<file path="config.mk">
export PLATFORM = sky130hd
export DESIGN_NAME = msf_frame_decoder_flat
export DESIGN_NICKNAME = d
export VERILOG_FILES = /design/src/rtl/msf_frame_decoder_if.sv /design/src/rtl/msf_frame_decoder.sv /design/src/flat_wrapper.sv
export SDC_FILE = /design/constraint.sdc
export NUM_CORES = 1
export LEC_CHECK = 0
export CORE_ASPECT_RATIO = 1.1
export CORE_UTILIZATION = 40
export DETAILED_ROUTE_END_ITERATION = 12
export DONT_BUFFER_PORTS = 1
export HOLD_SLACK_MARGIN = 0.08
export PLACE_DENSITY = 0.55
export SYNTH_ARGS = -nofsm -noshare
export SYNTH_HDL_FRONTEND = slang
export SYNTH_SLANG_ARGS = --single-unit
</file>
<file path="constraint.sdc">
create_clock -name clk_i -period 9.8 [get_ports clk_i]
set_clock_uncertainty 0.2 [all_clocks]
set_input_delay 1.96 -clock clk_i [delete_from_list [all_inputs] [get_ports clk_i]]
set_output_delay 1.96 -clock clk_i [all_outputs]
set_load 0.03 [all_outputs]
</file>
<file path="src/rtl/msf_frame_decoder_if.sv">
// Output bundle from the MSF frame decoder to the HH:MM:SS digit chain.
`timescale 1ns/1ps
interface msf_frame_decoder_if;
   logic       inc;
   logic       load;
   logic [1:0] load_hour_msd;
   logic [3:0] load_hour_lsd;
   logic [2:0] load_min_msd;
   logic [3:0] load_min_lsd;
   logic [2:0] load_sec_msd;
   logic [3:0] load_sec_lsd;
   logic       locked;

   modport master (
      output inc, load, load_hour_msd, load_hour_lsd, load_min_msd, load_min_lsd,
             load_sec_msd, load_sec_lsd, locked
   );

   modport slave (
      input inc, load, load_hour_msd, load_hour_lsd, load_min_msd, load_min_lsd,
            load_sec_msd, load_sec_lsd, locked
   );
endinterface

</file>
<file path="src/rtl/msf_frame_decoder.sv">
// MSF carrier decoder: per-second A/B bit classification, seconds pulses and minute time loads.
// Define MSF_GLITCH_FILTER_EN to put a 3-sample majority filter in front of the edge detector.
`timescale 1ns/1ps
module msf_frame_decoder #(
   parameter int unsigned Unit    = 10,
   parameter int unsigned Tol     = 3,
   parameter int unsigned Holdoff = 90,
   parameter int unsigned Timeout = 150
) (
   input  logic                clk_i,
   input  logic                rst_ni,
   input  logic                tick_i,
   input  logic                carrier_i,
   msf_frame_decoder_if.master bus
);

   localparam int unsigned LenW   = $clog2(5 * Unit + Tol + 2);
   localparam int unsigned SinceW = $clog2(Timeout + 1);
   // The marker's own edge has already advanced the index past second 59.
   localparam logic [5:0] MarkerIdx = 6'd60;

   typedef enum logic [2:0] {StIdle, StLow1, StGap, StLow2, StHold} state_e;

   state_e            state_q;
   logic              prev_q;
   logic [LenW-1:0]   len_q, len_n;
   logic [SinceW-1:0] since_q, since_n;
   logic [5:0]        sec_idx_q;
   logic              frame_err_q;
   logic [12:0]       a_sr_q;
   logic              b57_q;
   logic              inc_q, load_q, locked_q;
   logic [1:0]        hour_msd_q;
   logic [3:0]        hour_lsd_q;
   logic [2:0]        min_msd_q;
   logic [3:0]        min_lsd_q;
   logic              samp, edge_det, frame_ok;
   logic              to_gap, to_low2, to_hold, cls, cls_a, cls_b, err, marker;

`ifdef MSF_GLITCH_FILTER_EN
   logic [2:0] hist_q;

   always_ff @(posedge clk_i) begin
      if (!rst_ni) begin
         hist_q <= '0;
      end else if (tick_i) begin
         hist_q <= {hist_q[1:0], carrier_i};
      end
   end

   assign samp = (hist_q[0] & hist_q[1]) | (hist_q[0] & hist_q[2]) | (hist_q[1] & hist_q[2]);
`else
   assign samp = carrier_i;
`endif

   function automatic logic in_win(input int unsigned n, input int unsigned centre);
      return (n + Tol >= centre) && (n <= centre + Tol);
   endfunction

   assign edge_det = prev_q & ~samp;
   assign len_n    = len_q + LenW'(1);
   assign since_n  = (32'(since_q) >= Timeout) ? since_q : since_q + SinceW'(1);

   assign frame_ok = !frame_err_q && (sec_idx_q == MarkerIdx) && (^{a_sr_q, b57_q})
                     && (a_sr_q[10:7] <= 4'd9) && (a_sr_q[3:0] <= 4'd9) && (a_sr_q[6:4] <= 3'd5)
                     && ((a_sr_q[12:11] < 2'd2) || (a_sr_q[12:11] == 2'd2 && a_sr_q[10:7] <= 4'd3));

   always_comb begin
      to_gap  = 1'b0;
      to_low2 = 1'b0;
      to_hold = 1'b0;
      cls     = 1'b0;
      cls_a   = 1'b0;
      cls_b   = 1'b0;
      err     = 1'b0;
      marker  = 1'b0;
      case (state_q)
         StLow1: begin
            if (samp) begin
               to_hold = 1'b1;
               if (in_win(32'(len_n), Unit)) begin
                  to_gap  = 1'b1;
                  to_hold = 1'b0;
               end else if (in_win(32'(len_n), 2 * Unit)) begin
                  cls   = 1'b1;
                  cls_a = 1'b1;
               end else if (in_win(32'(len_n), 3 * Unit)) begin
                  cls   = 1'b1;
                  cls_a = 1'b1;
                  cls_b = 1'b1;
               end else if (in_win(32'(len_n), 5 * Unit)) begin
                  marker = 1'b1;
               end else begin
                  err = 1'b1;
               end
            end else if (32'(len_n) > 5 * Unit + Tol) begin
               err     = 1'b1;
               to_hold = 1'b1;
            end
         end
         StGap: begin
            if (!samp) begin
               if (in_win(32'(len_n), Unit)) begin
                  to_low2 = 1'b1;
               end else begin
                  err     = 1'b1;
                  to_hold = 1'b1;
               end
            end else if (32'(len_n) > Unit + Tol) begin
               cls     = 1'b1;
               to_hold = 1'b1;
            end
         end
         StLow2: begin
            if (samp || 32'(len_n) > Unit + Tol) begin
               to_hold = 1'b1;
               if (samp && in_win(32'(len_n), Unit)) begin
                  cls   = 1'b1;
                  cls_b = 1'b1;
               end else begin
                  err = 1'b1;
               end
            end
         end
         default: ;
      endcase
   end

   always_ff @(posedge clk_i) begin
      if (!rst_ni) begin
         state_q     <= StIdle;
         prev_q      <= 1'b0;
         len_q       <= '0;
         since_q     <= '0;
         sec_idx_q   <= '0;
         frame_err_q <= 1'b1;
         a_sr_q      <= '0;
         b57_q       <= 1'b0;
         inc_q       <= 1'b0;
         load_q      <= 1'b0;
         locked_q    <= 1'b0;
         hour_msd_q  <= '0;
         hour_lsd_q  <= '0;
         min_msd_q   <= '0;
         min_lsd_q   <= '0;
      end else begin
         inc_q  <= 1'b0;
         load_q <= 1'b0;
         if (tick_i) begin
            prev_q  <= samp;
            since_q <= since_n;
            len_q   <= len_n;
            case (state_q)
               StIdle: begin
                  if (edge_det) begin
                     inc_q     <= 1'b1;
                     sec_idx_q <= (sec_idx_q == 6'd63) ? sec_idx_q : sec_idx_q + 6'd1;
                     len_q     <= '0;
                     since_q   <= '0;
                     state_q   <= StLow1;
                  end
               end
               StLow1: begin
                  if (to_gap) begin
                     len_q   <= '0;
                     state_q <= StGap;
                  end
               end
               StGap: begin
                  if (to_low2) begin
                     len_q   <= '0;
                     state_q <= StLow2;
                  end
               end
               StHold: begin
                  if (32'(since_n) >= Holdoff) state_q <= StIdle;
               end
               default: ;
            endcase
            if (to_hold) state_q <= StHold;
            if (err) frame_err_q <= 1'b1;
            if (cls) begin
               if (sec_idx_q >= 6'd39 && sec_idx_q <= 6'd51) a_sr_q <= {a_sr_q[11:0], cls_a};
               if (sec_idx_q == 6'd57) b57_q <= cls_b;
            end
            if (marker) begin
               if (frame_ok) begin
                  load_q     <= 1'b1;
                  locked_q   <= 1'b1;
                  hour_msd_q <= a_sr_q[12:11];
                  hour_lsd_q <= a_sr_q[10:7];
                  min_msd_q  <= a_sr_q[6:4];
                  min_lsd_q  <= a_sr_q[3:0];
               end
               sec_idx_q   <= '0;
               frame_err_q <= 1'b0;
            end
            // An edge accepted on this tick restarts the window instead of timing out.
            if (!(state_q == StIdle && edge_det) && 32'(since_n) >= Timeout) begin
               locked_q    <= 1'b0;
               frame_err_q <= 1'b1;
               state_q     <= StIdle;
            end
         end
      end
   end

   assign bus.inc           = inc_q;
   assign bus.load          = load_q;
   assign bus.load_hour_msd = hour_msd_q;
   assign bus.load_hour_lsd = hour_lsd_q;
   assign bus.load_min_msd  = min_msd_q;
   assign bus.load_min_lsd  = min_lsd_q;
   assign bus.load_sec_msd  = '0;
   assign bus.load_sec_lsd  = '0;
   assign bus.locked        = locked_q;

endmodule

</file>
<file path="src/flat_wrapper.sv">
// flat-port wrapper written by rule: the top's interface ports become plain ports
module msf_frame_decoder_flat 
#(
   parameter int unsigned Unit    = 10,
   parameter int unsigned Tol     = 3,
   parameter int unsigned Holdoff = 90,
   parameter int unsigned Timeout = 150
)
  (clk_i, rst_ni, tick_i, carrier_i, bus_inc, bus_load, bus_load_hour_msd, bus_load_hour_lsd, bus_load_min_msd, bus_load_min_lsd, bus_load_sec_msd, bus_load_sec_lsd, bus_locked);
  msf_frame_decoder_if bus_i ();
  input  logic clk_i;
  input  logic rst_ni;
  input  logic tick_i;
  input  logic carrier_i;
  output wire logic [$bits(bus_i.inc)-1:0] bus_inc;
  output wire logic [$bits(bus_i.load)-1:0] bus_load;
  output wire logic [$bits(bus_i.load_hour_msd)-1:0] bus_load_hour_msd;
  output wire logic [$bits(bus_i.load_hour_lsd)-1:0] bus_load_hour_lsd;
  output wire logic [$bits(bus_i.load_min_msd)-1:0] bus_load_min_msd;
  output wire logic [$bits(bus_i.load_min_lsd)-1:0] bus_load_min_lsd;
  output wire logic [$bits(bus_i.load_sec_msd)-1:0] bus_load_sec_msd;
  output wire logic [$bits(bus_i.load_sec_lsd)-1:0] bus_load_sec_lsd;
  output wire logic [$bits(bus_i.locked)-1:0] bus_locked;
  assign bus_inc = bus_i.inc;
  assign bus_load = bus_i.load;
  assign bus_load_hour_msd = bus_i.load_hour_msd;
  assign bus_load_hour_lsd = bus_i.load_hour_lsd;
  assign bus_load_min_msd = bus_i.load_min_msd;
  assign bus_load_min_lsd = bus_i.load_min_lsd;
  assign bus_load_sec_msd = bus_i.load_sec_msd;
  assign bus_load_sec_lsd = bus_i.load_sec_lsd;
  assign bus_locked = bus_i.locked;
  msf_frame_decoder #(.Unit(Unit), .Tol(Tol), .Holdoff(Holdoff), .Timeout(Timeout)) u_core (.clk_i(clk_i), .rst_ni(rst_ni), .tick_i(tick_i), .carrier_i(carrier_i), .bus(bus_i));
endmodule
</file>
# Yosys cells after proc, flatten, opt, wreduce, memory -nomap -nowiden
# Index checks and enable logic that the tools add are counted.
# totals
ff_bits	55
input_bits	4
output_inout_bits	23
word_cells	156
# classes
n_addsub	4
magnitude_cmp	20
eq_ne	13
n_mux	66
bitwise	2
n_reduce_logical	36
# ops
op	n
32-bit by 5-bit >= comparator with 1-bit output (second input constant)	2
1-bit 2-to-1 mux	44
6-bit 2-to-1 mux	7
32-bit by 4-bit >= comparator with 1-bit output (second input constant)	1
32-bit by 6-bit >= comparator with 1-bit output (second input constant)	1
8-bit 2-to-1 mux	3
6-bit equality test (second input constant)	3
6-bit <= comparator (second input constant)	3
3-bit 2-to-1 mux	6
6-bit one-hot mux with 3 select lines	1
3-bit AND reduction	6
8-bit >= comparator (second input constant)	2
1-bit logical AND	15
14-bit parity	1
6-bit by 1-bit adder with 6-bit output (second input constant)	2
4-bit by 1-bit != test with 1-bit output (second input constant)	3
3-bit one-hot mux with 4 select lines	1
1-bit one-hot mux with 3 select lines	3
8-bit by 1-bit adder with 8-bit output (second input constant)	1
8-bit by 7-bit >= comparator with 1-bit output (second input constant)	1
4-bit <= comparator (second input constant)	2
2-bit nonzero test	4
6-bit by 2-bit adder with 7-bit output (second input constant)	1
3-bit by 2-bit equality test with 1-bit output (second input constant)	2
24 further kinds	26

# Logic depth before layout (Yosys ltp)
# depth
word_depth	13
mapped_depth	16
ltp_nobuf	10

# Least setup slack after synthesis
# No wires, ideal clock.
# synth_path
kind	input port to flip-flop
startpoint	input tick_i
endpoint	register u_core.hour_lsd_q[0] (netlist: u_core.bus.load_hour_lsd[0])
t_arrival_ns	3.688
required_time_ns	9.484
path_slack_ns	5.796
stages	9
cell_sequence	clkbuf_1 -> nand4_1 -> nor3_1 -> nand3_1 -> nor4_1 -> nor4b_4 -> buf_6 -> mux2i_1 -> nor2b_1
# synth_via
elab_chain_len	1
# synth_rtl
element	line_no	rtl
start, declared	flat_wrapper.sv:13	input logic tick_i;
3-bit AND reduction (no line)	-	
end signal, assigned	msf_frame_decoder.sv:191	hour_lsd_q <= a_sr_q[10:7];
end, declared	msf_frame_decoder.sv:34	logic [3:0] hour_lsd_q;
# No other way between the ends.
# A chain may end at the register's enable or synchronous reset.

# Worst setup path after layout
# layout_path
startpoint	register u_core.len_q[0]
endpoint	register u_core.min_lsd_q[3] (netlist: u_core.bus.load_min_lsd[3])
# layout_via
elab_chain_len	11
elab_cells_between_ends	21
# layout_rtl
element	line_no	rtl
start, declared	msf_frame_decoder.sv:26	logic [LenW-1:0] len_q, len_n;
start signal, assigned	msf_frame_decoder.sv:152	len_q <= len_n;
6-bit by 1-bit adder with 6-bit output *	msf_frame_decoder.sv:61	assign len_n = len_q + LenW'(1);
6-bit by 2-bit adder with 7-bit output	msf_frame_decoder.sv:57	return (n + Tol >= centre) && (n <= centre + Tol);
32-bit by 6-bit >= comparator with 1-bit output	msf_frame_decoder.sv:57	
1-bit logical AND	msf_frame_decoder.sv:57	
1-bit 2-to-1 mux	msf_frame_decoder.sv:91	end else if (in_win(32'(len_n), 5 * Unit)) begin
1-bit 2-to-1 mux	msf_frame_decoder.sv:87	end else if (in_win(32'(len_n), 3 * Unit)) begin
1-bit 2-to-1 mux	msf_frame_decoder.sv:84	end else if (in_win(32'(len_n), 2 * Unit)) begin
1-bit 2-to-1 mux *	msf_frame_decoder.sv:81	if (in_win(32'(len_n), Unit)) begin
1-bit 2-to-1 mux *	msf_frame_decoder.sv:79	if (samp) begin
1-bit 2-to-1 mux *	msf_frame_decoder.sv:77	case (state_q)
3-bit AND reduction (no line) *	-	
end signal, assigned	msf_frame_decoder.sv:193	min_lsd_q <= a_sr_q[3:0];
end, declared	msf_frame_decoder.sv:36	logic [3:0] min_lsd_q;
# Every way passes the cells marked *; elsewhere a longest branch is shown, timed or not.

==> summary.txt <==
Status
  • Status: finished, final reports clean

Final layout
  • Antenna Cells: 0
  • Layout Nets: 516
  • Share of layout cells above drive strength 1: 0.0483
  • Area growth syn-to-layout: -0.359%

Global route
  • Vias in the first global route: 3058
  • Largest net degree at the start of global routing: 72
  • Total grt overflow: 0
  • Global-route wire length before repair: 15.1 mm
  • Initial antenna violation count: 0
  • Global router's overall resource usage: 0.172

Clock network
  • Worst-skew pair later-pin latency: 310 ps
  • CTS resizes: 0
  • CTS tree: done
  • # clock sinks: 55
  • Reg clk slew, reported paths: 100 ps
  • CTS max path bufs: 2
  • # Post-CTS Setup Buffers: 0
  • CTS H-tree lvls: 2
  • Root Buffer: clkbuf_8
  • # hold bufs at CTS: 0
  • Num CTS Buffers: 5

Floorplan
  • Die width: 99.5 um
  • IO Pins: 27
  • Starting Density: 0.417
  • Core area: 10000 um2
  • Die height: 109 um
  • Die area: 10900 um2
  • Row Count: 38

Placed design
  • HPWL after DPL: 6.40 mm
  • IO buf count: 0
  • GP Congestion: 0.883

Timing
  • Final Hold Vio Count: 0
  • Worst Max-Slew Pin Slew: 1190 ps
  • RSZ-0062 raised after global routing: no
  • Final setup viols: 0
  • Total negative slack: 0 ps
  • Minimum clock period: 4730 ps
  • Max Clk Rate: 0.211 GHz
  • Relative slew slack: 0.203
  • Max-slew violations: 0
  • Tcrit/Tclk final: 0.483
  • Hold Slack: 295 ps

Power and ir drop
  • Power Dens Cells: 96.5 nW/um2
  • Clock power share: 0.326
  • Switching pwr: 0.110 mW
  • Gate power share: 0.099
  • Max rail drop VDD: 69.5 uV
  • Internal power: 0.292 mW
  • Leak pwr: 1.38 nW
  • Post-route total power: 0.402 mW
  • Switching share of power: 0.274
  • Flop pwr share: 0.575

Critical path
  • CP Launch Point: u_core.len_q[0]
  • Worst EP required: 9820 ps
  • Critical Path AT: 4750 ps
  • Buffers and inverters on the worst path: 1
  • CP Class: flip-flop to flip-flop
  • Setup crit end kind: flip-flop
  • Worst path cell trace: inv_1, ha_1, or2_1, a31oi_1, o31ai_1, a2111oi_4, o31a_4, nor4b_4, mux2i_1, nor2b_1
  • Max incr delay on CP: 1030 ps
  • Worst r2r src: u_core.len_q[0]
  • Critical path peak fanout: 21
  • Crit path launch type: flip-flop
  • Highest-delay cell along the critical path: nor4b_4
  • Largest delay share family, worst path: simple AND/OR/NAND/NOR gates

Logic synthesis
  • Register area share after synthesis: 0.263
  • Cell taking the most area after synthesis: dfxtp_1
  • Post-Synthesis Cells: 535
  • Yosys cell types: 79
  • Number of synthesized register bits: 55
  • Syn_area_per_cell: 7.82 um2
  • EDFF count, synth: 0
  • Post-Syn Area: 4190 um2
  • Ranking of synthesized cells by area: dfxtp_1 26%, ha_1 4.8%, nand2_1 4.6%, mux2i_1 4.5%, nor2b_1 3.7%
  • Asr flop ratio synth: 0
  • Synth Warn #: 0
  • Synth top area share: 0.263
  • Most used DFF post-synth: dfxtp_1

Hold path
  • Hold Crit Class: flip-flop to flip-flop
  • HP Start: u_core.a_sr_q[11]

Route
  • DRT Pass-1 Iters: 4
  • Via count: 3519
  • DRT iter0 DRCs: 191
  • Wire per inst: 14.5 um
  • # DRC: 0
  • Routed Antenna Nets: 0
  • Total wire length: 9.21 mm
  • DR vias/cell: 5.52

Flow run
  • MaxCap Viol Count: 0
==> cell usage after synthesis, drive strengths merged (4+ instances only) <==
| cell | instances |
|---|---|
| nand4 | 7 |
| inv | 21 |
| mux2i | 19 |
| nor4 | 5 |
| nand3 | 30 |
| buf | 30 |
| nor2 | 30 |
| a21oi | 27 |
| nand2 | 51 |
| or3 | 4 |
| nor2b | 25 |
| xnor2 | 16 |
| nand3b | 5 |
| nor3b | 4 |
| nand2b | 9 |
| nor3 | 11 |
| dfxtp | 55 |
| and3 | 8 |
| a31oi | 8 |
| xor2 | 4 |
| o21a | 4 |
| ha | 16 |
| o31ai | 5 |
| and2 | 11 |
| o21ai | 39 |
| clkbuf | 22 |
==> power by group through the flow <==
stage	Combinational [mW]	Sequential (mW)	Clock (mW)
final	0.0399	0.231	0.131
after global routing	0.0443	0.232	0.144
after CTS	0.0397	0.231	0.138
after detailed placement	0.0397	0.236	0
after global placement	0.0389	0.236	0
after floorplan	0.0453	0.232	0
==> layout by cell type, fill, tap and decap left out, drive strengths merged, types with 5 or more instances in the layout <==
cell type	netlist	final
nor2b	25	25
nor2	30	30
and3	8	8
nand4	7	7
a31oi	8	8
inv	21	22
o21ai	39	39
a21oi	27	27
o31ai	5	5
clkbuf	22	6
and2	11	11
nand3	30	30
nand3b	5	5
xnor2	16	16
nand2	51	51
mux2i	19	19
nor4	5	5
dfxtp	55	55
ha	16	16
conb	1	7
nand2b	9	9
nor3	11	11
==> per-layer routing <==
layer  part of all wire  track usage
met5                  0            0
met4              0.019       0.0536
met3              0.030       0.0231
met2               0.44        0.274
met1               0.51        0.240
==> state kept, by name, indices dropped and copies added (netlist names) <==
signal and count:
u_core.a_sr_q 13, u_core.b57_q 1, u_core.bus.inc 1, u_core.bus.load 1, u_core.bus.load_hour_lsd 4, u_core.bus.load_hour_msd 2, u_core.bus.load_min_lsd 4, u_core.bus.load_min_msd 3
u_core.bus.locked 1, u_core.frame_err_q 1, u_core.len_q 6, u_core.prev_q 1, u_core.sec_idx_q 6, u_core.since_q 8, u_core.state_q 3
==> worst reg2reg max path, stage by stage, from the launching register on <==
cell and delay, ps:
dfxtp_1 750, inv_1 240, ha_1 750, or2_1 180, a31oi_1 140, o31ai_1 430, a2111oi_4 140, o31a_4 410
nor4b_4 1030, mux2i_1 290, nor2b_1 60
==> cell type report <==
| cell class | count | area [um2] |
|---|---|---|
| Fill cell | 1036 | 5860 |
| Clock inverter | 2 | 16.3 |
| Clock buffer | 6 | 72.6 |
| Sequential cell | 55 | 1100 |
| Inverter | 21 | 78.8 |
| Multi-Input combinational cell | 413 | 2730 |
| Tap cell | 140 | 175 |
==> cells by family after synthesis <==
logic type / share of synthesized area
AO/OA/AOI/OAI: 0.221
buffers and inverters: 0.0909
multiplexers: 0.0454
AND/OR/NAND/NOR: 0.286
adder cells (fa/ha/maj): 0.0502
other: 0.000896
XOR/XNOR: 0.0419
flip-flops: 0.263
==> worst paths after layout <==
path	endpoint	slack, ps	cells after the start
worst max register to register	u_core.bus.load_min_lsd[3]	5070	10
worst max-delay path	u_core.bus.load_min_lsd[3]	5070	10
worst min register to register	u_core.a_sr_q[11]	300	2
worst min-delay path	u_core.a_sr_q[11]	300	2
==> stage by stage <==
step | util | std cells | setup WS (ps) | instance area, um2
after global routing | 0.416 | 637 | 4720 | 4170
after global placement | 0.407 | 629 | 5260 | 4080
after floorplan | - | 541 | 5800 | 4210
final | 0.416 | 637 | 5070 | 4170
after detailed placement | 0.407 | 629 | 5120 | 4080
after CTS | 0.416 | 637 | 5110 | 4170
(Power assumes the default switching activity.)
